$ cat src/rtl/fetch_queue_pkg.sv
// Shared pipeline definitions for the fetch/decode boundary: datapath width,
// PC increment and the {pc, inst} entry carried between the two stages.
package fetch_queue_pkg;

  localparam int WIDTH  = 32;
  localparam int PC_INC = 4;

  typedef struct packed {
    logic [WIDTH-1:0] pc;
    logic [WIDTH-1:0] inst;
  } fetch_entry_t;

endpackage

$ cat src/rtl/fetch_queue_storage.sv
// Entry array for the prefetch queue: one synchronous write port and one
// combinational read port; contents are never reset.
module queue_storage #(
  parameter int DEPTH  = 4,
  parameter int DATA_W = 64,
  parameter int ADDR_W = $clog2(DEPTH)
) (
  input  logic              clk,
  input  logic              we,
  input  logic [ADDR_W-1:0] waddr,
  input  logic [DATA_W-1:0] wdata,
  input  logic [ADDR_W-1:0] raddr,
  output logic [DATA_W-1:0] rdata
);

  logic [DATA_W-1:0] mem_q [DEPTH];

  always_ff @(posedge clk) begin
    if (we) mem_q[waddr] <= wdata;
  end

  assign rdata = mem_q[raddr];

endmodule

$ cat src/rtl/fetch_queue.sv
// Instruction prefetch queue between fetch and decode. Handshake and occupancy
// depend only on registered state; a branch flush empties the queue.
module fetch_queue #(
  parameter int DEPTH = 4,
  parameter int WIDTH = fetch_queue_pkg::WIDTH
) (
  input  logic                       clk,
  input  logic                       rst,
  input  logic                       flush,
  input  logic                       in_valid,
  input  logic [WIDTH-1:0]           in_pc,
  input  logic [WIDTH-1:0]           in_inst,
  output logic                       in_ready,
  output logic                       out_valid,
  output logic [WIDTH-1:0]           out_pc,
  output logic [WIDTH-1:0]           out_inst,
  input  logic                       out_ready,
  output logic [$clog2(DEPTH):0]     count
);

  localparam int PTR_W = $clog2(DEPTH);
  localparam int CNT_W = PTR_W + 1;

  logic [PTR_W-1:0] wp_q, wp_d, rp_q, rp_d;
  logic [CNT_W-1:0] count_q, count_d;
  logic             push, pop;
  logic [2*WIDTH-1:0] rd_data;

  assign in_ready  = (count_q != CNT_W'(DEPTH));
  assign out_valid = (count_q != '0);
  assign push      = in_valid && in_ready && !flush;
  assign pop       = out_valid && out_ready && !flush;

  always_comb begin
    wp_d    = wp_q;
    rp_d    = rp_q;
    count_d = count_q;
    if (flush) begin
      wp_d    = '0;
      rp_d    = '0;
      count_d = '0;
    end else begin
      if (push) wp_d = wp_q + 1'b1;
      if (pop)  rp_d = rp_q + 1'b1;
      case ({push, pop})
        2'b10:   count_d = count_q + 1'b1;
        2'b01:   count_d = count_q - 1'b1;
        default: count_d = count_q;
      endcase
    end
  end

  always_ff @(posedge clk or negedge rst) begin
    if (!rst) begin
      wp_q    <= '0;
      rp_q    <= '0;
      count_q <= '0;
    end else begin
      wp_q    <= wp_d;
      rp_q    <= rp_d;
      count_q <= count_d;
    end
  end

  queue_storage #(
    .DEPTH  (DEPTH),
    .DATA_W (2*WIDTH),
    .ADDR_W (PTR_W)
  ) u_storage (
    .clk   (clk),
    .we    (push),
    .waddr (wp_q),
    .wdata ({in_pc, in_inst}),
    .raddr (rp_q),
    .rdata (rd_data)
  );

  // Stale storage is never exposed: an empty queue presents zeros.
  assign out_pc   = out_valid ? rd_data[2*WIDTH-1:WIDTH] : '0;
  assign out_inst = out_valid ? rd_data[WIDTH-1:0]       : '0;
  assign count    = count_q;

endmodule

$ cat config.mk
export PLATFORM = sky130hd
export DESIGN_NAME = fetch_queue
export DESIGN_NICKNAME = d
export VERILOG_FILES = /design/src/rtl/fetch_queue_pkg.sv /design/src/rtl/fetch_queue_storage.sv /design/src/rtl/fetch_queue.sv
export SDC_FILE = /design/constraint.sdc
export NUM_CORES = 1
export LEC_CHECK = 0
export CAP_MARGIN = 20
export CORE_ASPECT_RATIO = 0.6
export CORE_MARGIN = 2
export CORE_UTILIZATION = 35
export CTS_CLUSTER_DIAMETER = 50
export DETAILED_ROUTE_END_ITERATION = 12
export PLACE_DENSITY = 0.51
export SLEW_MARGIN = 20
export SYNTH_ARGS = -nofsm -noshare
export SYNTH_HDL_FRONTEND = slang
export SYNTH_SLANG_ARGS = --single-unit
$ cat constraint.sdc
create_clock -name clk -period 3.8 [get_ports clk]
set_clock_uncertainty 0.15 [all_clocks]
set_input_delay 0.38 -clock clk [delete_from_list [all_inputs] [get_ports clk]]
set_output_delay 0.38 -clock clk [all_outputs]
set_load 0.02 [all_outputs]
==> results of run 1 <==
-- power breakdown --
group	internal (mW)	total, mW	switching (mW)
registers	3.29	3.36	0.0772
logic	0.813	1.58	0.769
clock network	1.55	2.57	1.03
total	5.65	7.52	1.87
-- registers in the layout, summed over array words and instances, names as in the netlist --
| register | cells |
|---|---|
| rp_q | 2 |
| count | 3 |
| wp_q | 2 |
| u_storage.mem_q | 256 |
-- metrics by stage --
stage	hold WS, ps	cells	total power [mW]	setup slack, ps
final	341.0	1019	7.521	411.0
after CTS	319.6	1017	7.640	339.0
after floorplan	-65.59	468	4.304	592.8
after global placement	436.7	971	5.037	767.5
after detailed placement	441.1	971	5.047	726.0
after global routing	335.0	1017	7.848	270.2
-- routing by layer --
metal	vias to the layer above	GRT usage, %	routed length (um)
met3	29	4.063	1267
met2	122	23.08	10040
met5	-	0	28
li1	2221	-	-
met1	2581	20.73	10270
met4	4	2.355	265
-- cell families after synthesis --
group | after synthesis | share of synthesized area (%)
multiplexers | 65 | 14.20
AO/OA/AOI/OAI | 16 | 1.126
flip-flops | 263 | 76.91
adder cells (fa/ha/maj) | 5 | 0.6854
AND/OR/NAND/NOR | 85 | 5.177
buffers and inverters | 31 | 1.652
XOR/XNOR | 3 | 0.2571
-- cells in the mapped netlist --
| master | n |
|---|---|
| nand3b_1 | 2 |
| inv_1 | 5 |
| nor3_1 | 2 |
| buf_2 | 11 |
| mux2i_1 | 1 |
| edfxtp_1 | 256 |
| ha_1 | 4 |
| o311ai_0 | 2 |
| clkbuf_1 | 9 |
| buf_6 | 5 |
| fa_1 | 1 |
| nand3_1 | 2 |
| o21a_1 | 1 |
| o31ai_1 | 1 |
| and2_1 | 68 |
| nor3b_2 | 1 |
| nor4bb_1 | 1 |
| clkbuf_2 | 1 |
| or3b_2 | 1 |
| a31oi_1 | 2 |
| a2111oi_0 | 1 |
| a21oi_1 | 3 |
| mux4_2 | 64 |
| xor2_1 | 3 |
| nand2_1 | 1 |
| dfrtp_1 | 7 |
| or3_1 | 1 |
| a21bo_2 | 1 |
| nor2_1 | 5 |
| o21ai_0 | 2 |
| a211oi_1 | 1 |
| nor4b_1 | 1 |
| a311o_1 | 1 |
| o2111ai_1 | 1 |
-- critical path, cell delays in order, from the launching register on --
cell             delay, ps
dfrtp_1                530
or3_2                  730
buf_4                  300
and2_1                 210
clkdlybuf4s50_1        570
-- placed cells by master, fill, tap and decap left out, drive strengths merged, types with 2 or more instances in the layout --
cell type / synthesis / layout
inv: 5 / 5
nand3: 2 / 2
nand3b: 2 / 2
xor2: 3 / 3
clkinvlp: 0 / 2
dfrtp: 7 / 7
clkinv: 0 / 8
clkdlybuf4s50: 0 / 137
mux4: 64 / 64
diode: 0 / 2
a21oi: 3 / 3
nor3: 2 / 2
o21ai: 2 / 2
buf: 16 / 17
bufinv: 0 / 5
ha: 4 / 4
and2: 68 / 68
edfxtp: 256 / 256
clkbuf: 10 / 30
o311ai: 2 / 2
nor2: 5 / 5
a31oi: 2 / 2
-- what timing repair did --
action | 4_1_cts | 5_1_grt
setup endpoints to repair | 0 | 0
hold buffers | 1 | 0
hold endpoints to repair | 7 | 0
-- area by class of cell --
type	instances	area [um2]	area share, %
antenna	2	5.005	0.03833
multi-input combinational	174	2203	16.87
clock buffer	30	644.4	4.934
sequential	263	7870	60.27
timing repair buffer	155	1647	12.61
tap	375	469.2	3.593
clock inverter	15	201.4	1.543
inverter	5	18.77	0.1437
-- worst min path at each step --
stage | from | endpoint | cells after the start | slack, ps
detailed placement | wp_q[1] | wp_q[1] | 2 | 440
global placement | wp_q[1] | wp_q[1] | 2 | 440
finish | in_inst[17] | u_storage.mem_q[3][17] | 1 | 340
global route | in_inst[25] | u_storage.mem_q[2][25] | 1 | 340
CTS | in_inst[20] | u_storage.mem_q[3][20] | 1 | 320
floorplan | rst | count[0] | 0 | -70
==> flow_summary.json, run 1 <==
{
  "overflow": 0,
  "num-nets-final": 698,
  "rr_endpoint": "count[1]",
  "cts_tree": "done",
  "seq_area_frac_synth_pct": 76.91,
  "yosysTopAreaCell": "edfxtp_1",
  "path_clk_slew_ps": 60,
  "setup.worst_path.start_class": "flip-flop",
  "htree_levels": 1,
  "dr.first_iter.drc_count": 333,
  "syn_area_um2": 10220,
  "io_buffers": 137,
  "antenna_found_initial": 3,
  "dr_total_vias": 4957,
  "critPathLaunch": "count[0]",
  "final_antenna_net_count": 0,
  "yosys_warnings": 0,
  "timing.final.crit_share_pct": 89.18,
  "die_h_um": 136.4,
  "worstRegToRegCells": 6,
  "layout_min_cycle_time_ps": 3389,
  "drive_gt1_share_pct": 19.94,
  "dpl.hpwl_um": 13550,
  "yosysTopAreaCellShare_pct": 75.19,
  "wire_per_inst_um": 21.47,
  "cts_num_sinks": 263,
  "via_per_inst": 4.865,
  "drcViolationCount": 0,
  "hp-class": "input pin to flip-flop",
  "synth_seq_cells": 263,
  "power_density_nw_per_um2": 575.9,
  "vdd_drop_max_uv": 301.6,
  "stdcell_area_um2": 13060,
  "critical_path_class": "flip-flop to output pin",
  "fillers": 2452,
  "cts_buffer_depth": 3,
  "fmax_mhz": 295.1,
  "crit_required_ps": 3270,
  "clock_latency_ps": 520,
  "status": "finished clean",
  "syn-num-nets": 542,
  "setup_violations": 0,
  "worst_pin_slew_ps": 564.0,
  "root_buffer": "clkbuf_16",
  "tns_ps": 0,
  "arrival_ps": 2860,
  "dieArea_um2": 30640,
  "drv_cap": 0,
  "die_w_um": 224.6,
  "rrSetupSlack_ps": 1240,
  "final_hold_viol_count": 0,
  "post_cts_buffers": 0,
  "crit_fanout": 20,
  "leakagePower_nw": 4.121,
  "track_usage_pct": 14.63,
  "core_um2": 28770,
  "post-route-util_pct": 45.39,
  "row_count": 48,
  "slew_viol_final": 0,
  "place.gp.congestion": 0.6723,
  "grt_max_degree": 36,
  "wl_um": 21880,
  "cts_buffers": 25,
  "grt_pass1_wl_um": 32980,
  "grt_pass1_vias": 5331,
  "start_util_pct": 35.54,
  "ys_top_cells_by_area": "edfxtp_1, mux4_2, and2_1",
  "rsz0062_at_grt": "no",
  "first_pass_iters": 4,
  "crit_path_end_kind": "output pin",
  "ctsResizeCount": 0,
  "crit_end": "out_inst[21]",
  "areaGrowthSynthToFinish_pct": 27.73,
  "max_slew_margin_pct": 62.08,
  "place_area_um2": 12200,
  "syn_avg_cell_area_um2": 21.85,
  "synthCells": 468,
  "boundaryPins": 138,
  "timing.rr.start": "count[0]",
  "ys_types": 34
}
No activity file was read; power rests on OpenSTA's default activity.
==> run 2, diff against run 1 <==
==> constraint.sdc (replaced) <==
create_clock -name clk -period 4.26 [get_ports clk]
set_clock_uncertainty 0.15 [all_clocks]
set_input_delay 0.426 -clock clk [delete_from_list [all_inputs] [get_ports clk]]
set_output_delay 0.426 -clock clk [all_outputs]
set_load 0.02 [all_outputs]
==> flow_summary.json, run 2 (synthesis results as in run 1) <==
{
  "cts_num_sinks": 263,
  "rrSetupSlack_ps": 1680,
  "status": "finished clean",
  "worst_pin_slew_ps": 1062,
  "crit_required_ps": 3680,
  "power_density_nw_per_um2": 520.8,
  "stdcell_area_um2": 12960,
  "boundaryPins": 138,
  "critical_path_class": "flip-flop to output pin",
  "final_antenna_net_count": 0,
  "root_buffer": "clkbuf_16",
  "hp-class": "input pin to async pin",
  "grt_max_degree": 66,
  "dr.first_iter.drc_count": 344,
  "regMostFlops": "u_storage.mem_q",
  "cts_hold_buf": 0,
  "overflow": 0,
  "core_um2": 28770,
  "htree_levels": 1,
  "cpPeakStageDelay_ps": 870,
  "via_per_inst": 4.927,
  "wl_um": 21360,
  "drv_cap": 0,
  "fmax_mhz": 278.5,
  "n_antenna_cell": 0,
  "final_hold_viol_count": 0,
  "clock_latency_ps": 530,
  "track_usage_pct": 14.27,
  "wire_per_inst_um": 21.17,
  "place_area_um2": 12060,
  "row_count": 48,
  "crit_chain": "or3_2 -> buf_12 -> and2_1 -> clkdlybuf4s50_1",
  "crit_path_top_delay_cell": "or3_2",
  "io_buffers": 137,
  "dr_total_vias": 4971,
  "dp_cells": 961,
  "drcViolationCount": 0,
  "vdd_drop_max_uv": 238.5,
  "areaGrowthSynthToFinish_pct": 26.79,
  "rsz0062_at_grt": "no",
  "slew_viol_final": 0,
  "first_pass_iters": 6,
  "max_slew_margin_pct": 29.18,
  "place.gp.congestion": 0.7068,
  "fin_cells": 1009,
  "largest_reg_flops": 256,
  "fillers": 2465,
  "num-nets-final": 688,
  "cts_tree": "done",
  "mostFrequentLayoutCell": "edfxtp_1",
  "arrival_ps": 3010,
  "crit_fanout": 33,
  "grt_pass1_vias": 5370,
  "drive_gt1_share_pct": 19.40,
  "leakagePower_nw": 4.083,
  "start_util_pct": 35.54,
  "cts_buffer_depth": 3,
  "ctsResizeCount": 0,
  "path_clk_slew_ps": 60,
  "cts_buffers": 26,
  "whs_ps": 38.12,
  "die_h_um": 136.4,
  "dpl.hpwl_um": 12730,
  "post_cts_buffers": 0,
  "layout_min_cycle_time_ps": 3590,
  "antenna_found_initial": 0,
  "die_w_um": 224.6,
  "dieArea_um2": 30640,
  "final_cell_mix": "edfxtp_1, clkdlybuf4s50_1, mux4_2, and2_1, clkbuf_16",
  "timing.final.crit_share_pct": 84.28,
  "worstRegToRegCells": 6,
  "total_power_mw": 6.751,
  "setup.worst_path.start_class": "flip-flop",
  "tns_ps": 0,
  "crit_path_end_kind": "output pin",
  "setup_violations": 0,
  "grt_pass1_wl_um": 32560
}
-- run 2: layer usage --
metal	global-route usage, %	wire, um
met5	0	0
met4	2.612	307
met3	3.285	1130
met2	23.13	10090
met1	20.03	9832
-- run 2: worst max-delay path: cells and delay by family, from the launching register on --
family | cells | cell delay, ps
buffers and inverters | 2 | 850
DFF | 1 | 550
and+or+nand+nor | 2 | 1070
-- run 2: metrics by stage --
stage          utilization, %  setup slack (ps)
2_1_floorplan               -              1053
3_3_place_gp            41.92              1072
3_5_place_dp            41.92              1019
4_1_cts                 45.06             570.1
5_1_grt                 45.06             457.9
6_report                45.06             669.5
-- run 2: path summary, 6_finish.rpt --
check,from,end
worst max-delay path,count[0],out_pc[14]
worst min-delay path,rst,count[0]
worst max register to register,count[0],count[1]
max in group asynchronous,rst,rp_q[1]
min in group clk,in_inst[15],u_storage.mem_q[1][15]
worst min register to register,wp_q[1],wp_q[1]
-- run 2: layout make-up --
| type | count | area [um2] | share of cell area, % |
|---|---|---|---|
| clock buffers | 35 | 755.7 | 5.830 |
| multi-input cells | 174 | 2203 | 17.00 |
| clock inverters | 13 | 146.4 | 1.129 |
| inverters | 5 | 18.77 | 0.1448 |
| well taps | 375 | 469.2 | 3.620 |
| flip-flops and latches | 263 | 7870 | 60.71 |
| repair buffers | 144 | 1499 | 11.56 |
-- run 2: power breakdown --
group,switching [mW],leakage [nW],internal [mW],total [mW]
sequential,0.0950,2.41,2.93,3.03
clock,0.930,0.443,1.42,2.35
combinational,0.662,1.23,0.706,1.37
